<file path="config.mk">
export PLATFORM = sky130hd
export DESIGN_NAME = piso_shifter
export DESIGN_NICKNAME = d
export VERILOG_FILES = /design/src/rtl/piso_shifter.sv
export SDC_FILE = /design/constraint.sdc
export NUM_CORES = 1
export LEC_CHECK = 0
export ABC_AREA = 1
export BUFFER_PORTS_ARGS = -buffer_cell sky130_fd_sc_hd__buf_4
export CORE_UTILIZATION = 45
export CTS_CLUSTER_DIAMETER = 80
export DETAILED_ROUTE_END_ITERATION = 8
export GPL_ROUTABILITY_DRIVEN = 0
export HOLD_SLACK_MARGIN = 0.15
export PLACE_DENSITY = 0.72
export SYNTH_ARGS = -nofsm -noshare
export SYNTH_HDL_FRONTEND = slang
export SYNTH_SLANG_ARGS = --single-unit
</file>
<file path="constraint.sdc">
create_clock -name clk -period 2.2 [get_ports clk]
set_input_delay 0.11 -clock clk [delete_from_list [all_inputs] [get_ports clk]]
set_output_delay 0.11 -clock clk [all_outputs]
set_load 0.1 [all_outputs]
</file>
<file path="src/rtl/piso_shifter.sv">
// -----------------------------------------------------------------------------
// piso_shifter
//   Parallel-in, serial-out shift register for the serial data leg of the 2:1
//   select stage. A WIDTH-bit word is taken over a valid/ready load handshake.
//   The word is then streamed one bit per accepted beat over a valid/ready
//   serial handshake. done pulses for one cycle after the last bit is accepted.
//
//   Parameters
//     WIDTH      data word width in bits (>= 2)
//     MSB_FIRST  1: bit WIDTH-1 is sent first, 0: bit 0 is sent first
//
//   Optional feature (macro PISO_PARITY_EN)
//     When defined, an even-parity bit follows the WIDTH data bits as one extra
//     beat. The parity bit is the XOR of the captured word.
//     When undefined, no parity bit is sent and there is no parity register.
//
//   Ports
//     clk         in   rising-edge clock
//     rst         in   asynchronous, active-high reset
//     load_valid  in   load_data is valid
//     load_ready  out  word can be accepted (IDLE only)
//     load_data   in   parallel word to serialise [WIDTH-1:0]
//     ser_ready   in   downstream accepts ser_out this cycle
//     ser_valid   out  ser_out carries a valid bit
//     ser_out     out  current serial bit (0 when ser_valid=0)
//     busy        out  high while a word is being shifted out
//     done        out  one-cycle pulse after the final bit is accepted
//
//   Every output comes from a register or is decoded from the state alone.
//   No input has a combinational path to any output.
// -----------------------------------------------------------------------------
module piso_shifter #(
  parameter int WIDTH     = 8,
  parameter int MSB_FIRST = 1
) (
  input  logic             clk,
  input  logic             rst,
  input  logic             load_valid,
  output logic             load_ready,
  input  logic [WIDTH-1:0] load_data,
  input  logic             ser_ready,
  output logic             ser_valid,
  output logic             ser_out,
  output logic             busy,
  output logic             done
);

`ifdef PISO_PARITY_EN
  localparam int NBITS = WIDTH + 1;
`else
  localparam int NBITS = WIDTH;
`endif
  localparam int CW = $clog2(NBITS + 1);

  typedef enum logic {
    IDLE  = 1'b0,
    SHIFT = 1'b1
  } state_t;

  state_t           state_reg;
  state_t           state_next;
  logic [WIDTH-1:0] shreg_reg;
  logic [WIDTH-1:0] shift_next;
  logic [CW-1:0]    count_reg;
  logic             done_reg;
  logic             beat;
  logic             last;
  logic             data_bit;
  logic             bit_sel;

`ifdef PISO_PARITY_EN
  logic             parity_reg;
`endif

  // A beat is an accepted serial transfer; ser_valid is simply "in SHIFT".
  assign beat = (state_reg == SHIFT) && ser_ready;
  assign last = (count_reg == CW'(NBITS - 1));

  // Shift toward the output end with zero fill.
  genvar gi;
  generate
    for (gi = 0; gi < WIDTH; gi++) begin : g_shift
      if (MSB_FIRST != 0) begin : g_msb
        if (gi == 0) begin : g_fill
          assign shift_next[gi] = 1'b0;
        end else begin : g_move
          assign shift_next[gi] = shreg_reg[gi-1];
        end
      end else begin : g_lsb
        if (gi == WIDTH - 1) begin : g_fill
          assign shift_next[gi] = 1'b0;
        end else begin : g_move
          assign shift_next[gi] = shreg_reg[gi+1];
        end
      end
    end
  endgenerate

  // State register.
  always_ff @(posedge clk or posedge rst) begin
    if (rst) begin
      state_reg <= IDLE;
    end else begin
      state_reg <= state_next;
    end
  end

  // Next-state logic.
  always_comb begin
    state_next = state_reg;
    case (state_reg)
      IDLE:    if (load_valid) state_next = SHIFT;
      SHIFT:   if (beat && last) state_next = IDLE;
      default: state_next = IDLE;
    endcase
  end

  // Datapath: shift register, beat counter, done pulse.
  always_ff @(posedge clk or posedge rst) begin
    if (rst) begin
      shreg_reg <= '0;
      count_reg <= '0;
      done_reg  <= 1'b0;
    end else begin
      done_reg <= beat && last;
      // load_data is only sampled in IDLE; a load_valid while busy is ignored.
      if ((state_reg == IDLE) && load_valid) begin
        shreg_reg <= load_data;
        count_reg <= '0;
      end else if (beat) begin
        shreg_reg <= shift_next;
        count_reg <= count_reg + CW'(1);
      end
    end
  end

`ifdef PISO_PARITY_EN
  // Parity is fixed at load time so the data register is free to shift.
  always_ff @(posedge clk or posedge rst) begin
    if (rst) begin
      parity_reg <= 1'b0;
    end else if ((state_reg == IDLE) && load_valid) begin
      parity_reg <= ^load_data;
    end
  end
`endif

  assign data_bit = (MSB_FIRST != 0) ? shreg_reg[WIDTH-1] : shreg_reg[0];

`ifdef PISO_PARITY_EN
  // After WIDTH data beats the counter points at the parity slot.
  assign bit_sel = (count_reg == CW'(WIDTH)) ? parity_reg : data_bit;
`else
  assign bit_sel = data_bit;
`endif

  assign load_ready = (state_reg == IDLE);
  assign ser_valid  = (state_reg == SHIFT);
  assign busy       = (state_reg == SHIFT);
  assign ser_out    = (state_reg == SHIFT) && bit_sel;
  assign done       = done_reg;

endmodule

</file>
## Yosys cells after proc, flatten, opt, wreduce, memory -nomap -nowiden

Index checks and enable logic that the tools add are counted.

- Add/subtract/negate cells: 1
- Equality and inequality tests: 1
- Muxes and demuxes: 7
- Bitwise gates (word level): 1
- Reductions and logical operators: 5

Operators with widths:

| cell | number |
|---|---|
| two-way mux 8 bit | 2 |
| two-way mux 4 bit | 2 |
| adder 4 x 1 -> 4 bit, second input constant | 1 |
| equality test 4 x 3 -> 1 bit, second input constant | 1 |
| logical AND 1 bit | 4 |
| two-way mux 1 bit | 2 |
| case mux 1 bit (2 select lines) | 1 |
| nonzero test 2 bit | 1 |
| inverter 1 bit | 1 |

- Bits in registers: 14
- Input bits: 12
- Output and inout bits: 5
- Word-level logic and storage cells: 19

## Longest topological paths before layout

Gate-level depths: netlist of the first run.

- Depth after elaboration: 4
- Gate-level depth with buffers: 6
- Gate-level depth less buffers: 6

## Least setup slack after synthesis of the first run

Ideal clock, no wire load.

- Path type: flip-flop to flip-flop
- From: reg state_reg, in the netlist busy
- To: reg shreg_reg[2]
- Library setup time: 117 ps
- Data arrival time: 1,982 ps
- Setup slack: 101 ps
- Stages on the path, launching flop included: 6
- Buffers on the path: 0
- Clock period less this slack: 2,099 ps
- Path through: dfrtp_1 > inv_2 > nand2_4 > nand2_2 > nand2_1 > nand2_1

- Cells in the longest elaborated chain, start to end: 3
- Elaborated cells between the ends (all ways): 5

RTL lines:

| what | RTL line | source |
|---|---|---|
| from (decl) | 60 | `state_t state_reg;` |
| from (signal assigned) | 104 | `state_reg <= state_next;` |
| inverter 1 bit * | - |  |
| named net load_ready | 39 | `output logic load_ready,` |
| logical AND 1 bit * | 127 | `if ((state_reg == IDLE) && load_valid) begin` |
| two-way mux 8 bit / nonzero test 2 bit (equally long branches) | - |  |
| to (signal assigned) | 128 | `shreg_reg <= load_data;` |
| to (signal assigned) | 131 | `shreg_reg <= shift_next;` |
| to (decl) | 62 | `logic [WIDTH-1:0] shreg_reg;` |

The timed path passes the listed nets; every way through them passes the cells marked *.
A chain may end at the register's enable or synchronous reset.

## Worst setup path after layout of the first run

- From: reg state_reg, in the netlist busy
- To: out ser_out

- Cells in the longest elaborated chain, start to end: 1

RTL lines:

| what | RTL line | source |
|---|---|---|
| logical AND 1 bit | 160 | `assign ser_out = (state_reg == SHIFT) && bit_sel;` |
| to (decl) | 43 | `output logic ser_out,` |

Every way passes these cells.

==> results of run 1 <==
[kinds of logic after synthesis]
kind of cell / Yosys count / share of synthesized area [%]
buffers and inverters: 10 / 6.31
DFF: 14 / 47.8
AOI/OAI and AO/OA: 6 / 5.12
and+or+nand+nor: 54 / 39.1
adders and majority gates: 1 / 1.71
[cells in the final DEF (no fill, tap or decap)]
| master | count |
|---|---|
| nor2_1 | 6 |
| clkbuf_4 | 3 |
| or2_1 | 1 |
| ha_1 | 1 |
| nor2_4 | 1 |
| nand2_4 | 2 |
| dfrtp_1 | 14 |
| buf_4 | 16 |
| inv_6 | 1 |
| a21oi_2 | 1 |
| nor2_8 | 1 |
| o21ai_1 | 2 |
| dlygate4sd3_1 | 10 |
| o21ai_0 | 1 |
| inv_1 | 6 |
| nand2_2 | 5 |
| nor3_1 | 2 |
| nand3_1 | 2 |
| o21ai_2 | 1 |
| nand3_2 | 4 |
| inv_2 | 2 |
| nand2_1 | 30 |
| a21oi_1 | 1 |
[metal layers]
| metal | vias up | wire (um) | share of wire (%) | GRT usage (%) |
|---|---|---|---|---|
| li1 | 318 | - | - | - |
| met1 | 273 | 715 | 49 | 21.7 |
| met2 | 16 | 661 | 45 | 28.3 |
| met3 | 5 | 59 | 4.0 | 5.17 |
| met4 | 0 | 27 | 1.8 | 9.38 |
| met5 | - | 0 | 0 | 0 |
[worst register-to-register path, stage by stage, from the launching register on]
cell     delay, ns
dfrtp_1       0.49
nand2_4       0.19
inv_6         0.07
nor2_8        0.18
nand2_1       0.08
nand2_1       0.06
[cell type report]
class,count,area share (%)
flip-flops and latches,14,35.4
repair buffers,26,22.3
well taps,16,2.03
inverters,9,3.92
clock buffers,3,2.28
multi-input cells,61,34.1
[repair_timing]
action / CTS / global route
hold endpoints to repair: 23 / 0
setup endpoints to repair: 0 / 0
hold buffers: 10 / 0
[through the flow]
stage | cell area [um2] | cells | worst slack, ns
2_1_floorplan | 733 | 85 | 0.101
4_1_cts | 988 | 129 | 0.841
5_1_grt | 988 | 129 | 0.777
6_report | 988 | 129 | 0.855
3_3_place_gp | 866 | 116 | 1.10
3_5_place_dp | 866 | 116 | 1.07
[final timing paths]
path	startpoint	cells after the start	to
min in group asynchronous	rst	3	shreg_reg[4]
max in group asynchronous	rst	3	count_reg[3]
worst max register to register	busy	5	shreg_reg[1]
worst max-delay path	busy	3	ser_out
worst min register to register	shreg_reg[5]	2	shreg_reg[5]
worst min-delay path	ser_ready	3	done
[power by group]
group | internal (mW) | switching (mW) | leakage [nW]
clock | 0.0637 | 0.0871 | 0.0138
combinational | 0.206 | 0.509 | 0.336
sequential | 0.358 | 0.0874 | 0.177
total | 0.627 | 0.683 | 0.526
==> summary.md, run 1 <==
| Metric | Value |
|---|---|
| Pins over their slew limit | 0 |
| R2R setup slack | 1.07 ns |
| Hold slack | 0.178 ns |
| Flops & latches, synth | 14 |
| Post-Syn Nets | 98 |
| Post-synthesis sequential area ratio | 47.8% |
| Tcrit/Tclk final | 61.2% |
| N_diodes | 0 |
| CTS clk-pin slew, worst paths | 0.08 ns |
| DR DRC count | 0 |
| Endpoints failing hold | 0 |
| Share of flip-flops with an asynchronous set or reset | 100% |
| Vias per inst | 4.74 |
| Leakage power | 0.526 nW |
| Vias in the first global route | 551 |
| Synth cell count leaders | nand2_1 (30), dfrtp_1 (14), inv_1 (6), nor2_1 (6), nand2_2 (5) |
| Ys Warns | 0 |
| Storage cell area | 350 um2 |
| Design Power | 1.31 mW |
| Starting Density | 48.7% |
| Setup CP Type | flip-flop to output pin |
| F_max | 743 MHz |
| CP max stage cell | dfrtp_1 |
| Status | completed |
| Post_cts resized | 0 |
| Mapped Cells | 85 |
| Syn-to-layout area delta | 34.8% |
| Multi-input combinational cell area | 337 um2 |
| Final setup fails | 0 |
| Peak VDD IR | 0.000755 V |
| Initial antenna violation count | 0 |
| Area leader, netlist | dfrtp_1 |
| Core area | 1510 um2 |
| Die area | 1790 um2 |
| Max Root-Sink Buffers | 2 |
| Max reg flops | 8 |
| Crit path buf inv count | 2 |
| # Post-CTS Setup Buffers | 0 |
| Slew @ Worst Pin | 0.528 ns |
| Skew final | 0.00764 ns |
| DP HPWL | 976 um |
| # H-tree levels | 1 |
| Netlist cell types | 21 |
| Area share of the largest cell type after synthesis | 47.8% |
| Total gr overflow | 0 |
| Die X | 42.4 um |
| EDFF count, synth | 0 |
| Worst path max stage delay | 0.53 ns |
| CTS tree | done |
| Buffers on Ports | 16 |
| Die Y-Extent | 42.4 um |
| TritonCTS buffer count | 3 |
| Worst slew margin | 64.8% |
| First-pass GRT wire length | 2310 um |
| CP Launch Type | flip-flop |
| Critical path arrival | 1.24 ns |
| Root Driver | clkbuf_4 |
| Largest net degree at the start of global routing | 15 |
| Setup TNS | 0 ns |
| Critical Path Sink Type | output pin |
| Top-count cell post-synth | nand2_1 |
| Cell chain of the critical path | nand2_1 -> inv_1 -> buf_4 |
| FP Rows | 14 |
| 1st-pass router iterations | 4 |
| Min-Delay Path Class | input pin to flip-flop |
| Gr usage total | 17.8% |
| Unrepaired setup endpoints after global routing | no |
| Max_cap viols | 0 |
| Nets | 128 |
| Share of cells above drive strength 1 | 32.7% |
| Final core utilization | 65.6% |
| CTS sink cnt | 14 |
| Top_reg_cell synth | dfrtp_1 |
| Io pins | 17 |
| Synthesized area | 733 um2 |
| Crit path time final | 1.35 ns |
| CP delay by family, top | flip-flops |
| Worst skew pair latency | 0.29 ns |
| Synth top area cells | dfrtp_1 (48%), nand2_1 (15%), nand3_2 (5.5%) |
| Detail Route Antenna Nets | 0 |
| Post-Syn Area per Cell | 8.63 um2 |
| DRT iter0 DRCs | 14 |
| Vias | 612 |
| Pwr Density | 1330 nW/um2 |
| Routed Wire Length | 1460 um |
| CP max FO | 7 |
| WP data required | 2.09 ns |
| WL/cell | 11.3 um |
| Filler cell count | 125 |
(Power assumes the default switching activity.)
==> inputs of run 2 (changes only) <==
PLACE_DENSITY = 0.74   (was 0.72)
clock period = 1.1 ns   (was 2.2 ns; I/O delays follow)
==> run 2 against run 1 <==
  * The flow now finishes with violations (negative setup slack)
  * Sequential power grew 110%
  * Combinational power grew to 2.7 times the previous value
  * Flip-flop and latch count unchanged
  * Final cell count rose by 8.5%
  * Hold slack better by 0.19 ns
  * Via count is 9.3% higher
  * Highest routed layer unchanged
==> summary.md, run 2 (synthesized netlist as in run 1, its figures left out) <==
| Metric | Value |
|---|---|
| Worst flop-to-flop path startpoint | busy |
| Initial antenna violation count | 0 |
| Status | finished with violations |
| Crit path time final | 1.27 ns |
| Core area | 1510 um2 |
| Post-Place Cell Area | 925 um2 |
| Final core utilization | 78.9% |
| # H-tree levels | 1 |
| Gr usage total | 20.6% |
| CTS sink cnt | 14 |
| CTS clk-pin slew, worst paths | 0.09 ns |
| WP data required | 1.04 ns |
| Storage cell area | 354 um2 |
| Cells after DPL | 120 |
| Vias per inst | 4.78 |
| Design Power | 3.26 mW |
| WL/cell | 11.5 um |
| Setup CP Type | flip-flop to output pin |
| Final setup fails | 18 |
| Detail Route Antenna Nets | 0 |
| Syn-to-layout area delta | 62.1% |
| Skew final | 0.00799 ns |
| Unrepaired setup endpoints after global routing | yes |
| Worst skew pair latency | 0.29 ns |
| Multi-input combinational cell area | 377 um2 |
| Filler cell count | 92 |
| N_diodes | 0 |
| Failing checks | negative setup slack |
| Final non-filler cell total | 140 |
| CTS tree | done |
| Worst slew margin | 64.5% |
| Die area | 1790 um2 |
| Pwr Density | 2740 nW/um2 |
| Peak VDD IR | 0.00160 V |
| Dpl ws | -0.0709 ns |
| CP Launch Type | flip-flop |
| Min-Delay Path Class | input pin to async pin |
| Pins over their slew limit | 0 |
| Most frequent cells in the layout | nand2_1 (28), buf_4 (19), dfrtp_1 (13) |
| DR DRC count | 0 |
| F_max | 789 MHz |
| Share of cells above drive strength 1 | 43.5% |
| CP max FO | 6 |
| Vias | 669 |
| Critical path arrival | 1.21 ns |
| Final Cell Area | 1190 um2 |
| Starting Density | 48.7% |
| FP Rows | 14 |
| Endpoints failing hold | 0 |
| Total gr overflow | 0 |
| Critical Path Sink Type | output pin |
| Root Driver | clkbuf_4 |
| Die Y-Extent | 42.4 um |
| 1st-pass router iterations | 4 |
| TritonCTS buffer count | 3 |
| First-pass GRT wire length | 2700 um |
| Buffers on Ports | 16 |
| Routed Wire Length | 1620 um |
| Reg2Reg Depth | 6 |
| Setup TNS | -1.93 ns |
| DRT iter0 DRCs | 9 |
| DP HPWL | 1070 um |
| Max_cap viols | 0 |
| Nets | 138 |
| Die X | 42.4 um |
| Largest net degree at the start of global routing | 15 |
| Setup ws final | -0.168 ns |
| Tcrit/Tclk final | 115% |
| Vias in the first global route | 605 |
| Max reg flops | 8 |
| Most common cell after layout, fill and taps aside | nand2_1 |
| Slew @ Worst Pin | 0.532 ns |
| Leakage power | 0.586 nW |
| Max Root-Sink Buffers | 2 |
| Hold slack | 0.371 ns |
| Reg2Reg Capture Point | shreg_reg[7] |
| Io pins | 17 |
| R2R setup slack | -0.16 ns |
run 2: cell type report:
class	count	area share (%)
Inverter	9	4.63
Tap cell	16	1.68
Multi-Input combinational cell	61	31.7
Sequential cell	14	29.8
Clock buffer	4	3.05
Timing Repair Buffer	36	29.2
run 2: critical path, cell delays in order (launching register included):
cell	delay, ns
dfrtp_4	0.57
nand2_4	0.09
clkinvlp_4	0.09
buf_12	0.17
run 2: repair_timing:
action	4_1_cts	5_1_grt
hold buffers	11	0
setup buffers	4	1
setup endpoints to repair	14	17
endpoints found under the hold margin	25	0
gates resized for setup	11	6
pin swaps	3	3
run 2: per-layer routing:
metal	part of all wire, %	vias to the layer above	track usage [%]
met5	0	-	0
met3	4.0	3	2.59
met4	1.4	0	9.38
met1	49	304	29.1
li1	-	346	-
met2	46	16	31.7
run 2: worst max-delay path by stage:
stage | endpoint | start
finish | ser_out | busy
global route | shreg_reg[1] | busy
CTS | ser_out | busy
detailed placement | shreg_reg[7] | busy
global placement | shreg_reg[5] | busy
floorplan | shreg_reg[1] | busy
run 2: report_power, final:
group          total [mW]  leakage, nW  switching, mW  internal [mW]
combinational        1.96        0.389           1.20          0.763
sequential          0.922        0.177          0.195          0.727
clock               0.380       0.0210          0.178          0.202
total                3.26        0.586           1.57           1.69
==> inputs of run 3 (changes only) <==
ABC_AREA = unset   (was 1)
PLACE_DENSITY = 0.75   (was 0.74)
==> run 3 against run 2 <==
  * The flow still finishes with violations (negative setup slack)
  * Global-route usage up 2.5 points
  * Routed wire length up 43%
  * Register-to-register slack about the same
  * Largest cell class unchanged
  * Via count up 3.3%
  * Critical path type is now flip-flop to flip-flop
==> summary.md, run 3 <==
| Metric | Value |
|---|---|
| Critical path arrival | 1.44 ns |
| Root Driver | clkbuf_4 |
| Endpoints failing hold | 0 |
| Post-Syn Area per Cell | 10.0 um2 |
| Status | finished with violations |
| Share of flip-flops with an asynchronous set or reset | 100% |
| Tcrit/Tclk final | 114% |
| Core area | 1380 um2 |
| Cell chain of the critical path | buf_6 -> mux2i_4 -> a32o_1 |
| Netlist cell types | 25 |
| Nets | 120 |
| Crit path time final | 1.26 ns |
| Leakage power | 0.565 nW |
| Io pins | 17 |
| Final non-filler cell total | 121 |
| Hold Path Stages | 3 |
| N_diodes | 0 |
| FP Rows | 13 |
| Skew final | 0.000793 ns |
| Most frequent cells in the layout | buf_4 (16), dfrtp_1 (13), dlygate4sd3_1 (10) |
| Most common cell after layout, fill and taps aside | buf_4 |
| Flops & latches, synth | 14 |
| Starting Density | 51.4% |
| Largest net degree at the start of global routing | 15 |
| Top-count cell post-synth | dfrtp_1 |
| CTS sink cnt | 14 |
| Mapped Cells | 71 |
| Die area | 1740 um2 |
| Syn-to-layout area delta | 69.7% |
| Synth cell count leaders | dfrtp_1 (14), a21oi_1 (7), nand2_1 (6) |
| Slew @ Worst Pin | 0.531 ns |
| Min-delay src | ser_ready |
| Worst flop-to-flop path startpoint | busy |
| # H-tree levels | 1 |
| Top_reg_cell synth | dfrtp_1 |
| Initial antenna violation count | 0 |
| CP Launch Type | flip-flop |
| Worst slew margin | 64.5% |
| Buffers on Ports | 16 |
| First-pass GRT wire length | 2970 um |
| Setup CP Type | flip-flop to flip-flop |
| 1st-pass router iterations | 4 |
| CTS tree | done |
| Final setup fails | 15 |
| DR DRC count | 0 |
| DRT iter0 DRCs | 20 |
| Post-Syn Nets | 84 |
| DP HPWL | 1030 um |
| Dpl ws | -0.0423 ns |
| Unrepaired setup endpoints after global routing | yes |
| Max_cap viols | 0 |
| Area share of the largest cell type after synthesis | 49.3% |
| Setup ws final | -0.159 ns |
| EDFF count, synth | 0 |
| Filler cell count | 65 |
| Vias per inst | 5.71 |
| Vias in the first global route | 667 |
| Share of cells above drive strength 1 | 42.5% |
| Area leader, netlist | dfrtp_1 |
| Detail Route Antenna Nets | 0 |
| Hold path endpoint | shreg_reg[0] |
| R2R setup slack | -0.16 ns |
| CP max stage cell | dfrtp_4 |
| CP delay by family, top | flip-flops |
| Max reg flops | 8 |
| Gr usage total | 23.1% |
| CTS clk-pin slew, worst paths | 0.09 ns |
| Die Y-Extent | 41.7 um |
| WL/cell | 19.1 um |
| Cells after DPL | 100 |
| TritonCTS buffer count | 3 |
| Total gr overflow | 0 |
| Worst skew pair latency | 0.29 ns |
| Max Root-Sink Buffers | 2 |
| Routed Wire Length | 2310 um |
| Critical Path Sink Type | flip-flop |
| Peak VDD IR | 0.00158 V |
| Vias | 691 |
| Failing checks | negative setup slack |
| Synthesized area | 711 um2 |
| Ys Warns | 0 |
| Worst path max stage delay | 0.58 ns |
| F_max | 795 MHz |
| Reg2Reg Depth | 3 |
| Reg2Reg Capture Point | count_reg[1] |
| CP max FO | 6 |
| WP data required | 1.29 ns |
| Pins over their slew limit | 0 |
| Die X | 41.7 um |
| Crit path buf inv count | 1 |
| Post-synthesis sequential area ratio | 49.3% |
| Synth top area cells | dfrtp_1 (49%), mux2i_1 (7.0%), a21oi_1 (4.9%) |
| Pwr Density | 2260 nW/um2 |
| Min-Delay Path Class | input pin to flip-flop |
==> run 3: changes by cell type after synthesis, sizes merged, moves of 3 or more <==
cell and change:
inv -3, mux2i +6, nand3 -5, buf +4, a211oi +4, o22ai +3
a21oi +5, nand2 -30, nor2b +4, nor2 -5
==> run 3: layer usage <==
layer / global-route usage [%] / wire, um
met3: 4.35 / 105
met4: 13.5 / 71
met5: 0 / 0
met1: 26.1 / 948
met2: 40.0 / 1190
==> run 3: through the flow <==
step                      power (mW)  cell area, um2  utilization [%]  hold WS, ns  setup TNS, ns
after floorplan                 1.65             754                -      -0.0558          -2.45
after global placement          1.80             865             62.5        0.127        -0.0398
after detailed placement        1.84             865             62.5        0.131         -0.210
after CTS                       2.50            1150             83.0        0.381         -0.991
after global routing            2.85            1210             87.2        0.289          -2.15
final                           2.73            1210             87.2        0.282          -1.50
==> run 3: repair_timing <==
item,in CTS,in global routing
endpoints found under the setup margin,13,17
gates resized for setup,28,8
pin swaps,4,2
hold buffers,11,0
gates cloned,0,0
hold endpoints to repair,23,0
setup buffers,3,3
==> run 3: logic make-up after synthesis <==
family                   share of synthesized area (%)
AO/OA/AOI/OAI                                     16.4
buffers and inverters                             9.15
multiplexers                                      8.98
XOR/XNOR                                          1.23
flip-flops                                        49.3
AND/OR/NAND/NOR                                   13.2
adder cells (fa/ha/maj)                           1.76
==> run 3: worst max-delay path by stage <==
stage          startpoint      endpoint  slack [ns]  cells after the start
2_1_floorplan        busy       ser_out       -0.33                      3
3_3_place_gp         busy  shreg_reg[5]       -0.03                      3
3_5_place_dp         busy  shreg_reg[3]       -0.04                      3
4_1_cts              busy     ser_valid       -0.14                      2
5_1_grt              busy  count_reg[0]       -0.22                      4
6_report             busy  count_reg[1]       -0.16                      3
==> run 3: worst register-to-register path: stages, from the launching register on <==
cell,delay [ns]
dfrtp_4,0.58
buf_6,0.16
mux2i_4,0.20
a32o_1,0.22
==> run 3: report_power, final <==
group	total [mW]	switching [mW]	internal (mW)
logic	1.42	0.791	0.625
clock network	0.391	0.190	0.202
registers	0.922	0.213	0.710
total	2.73	1.19	1.54
==> run 3: layout make-up <==
| type | count | area, um2 | share of cell area [%] |
|---|---|---|---|
| sequential | 14 | 354 | 29.4 |
| timing repair buffer | 36 | 377 | 31.2 |
| clock buffer | 4 | 36.3 | 3.01 |
| multi-input combinational | 46 | 382 | 31.6 |
| inverter | 6 | 38.8 | 3.22 |
| tap | 15 | 18.8 | 1.56 |
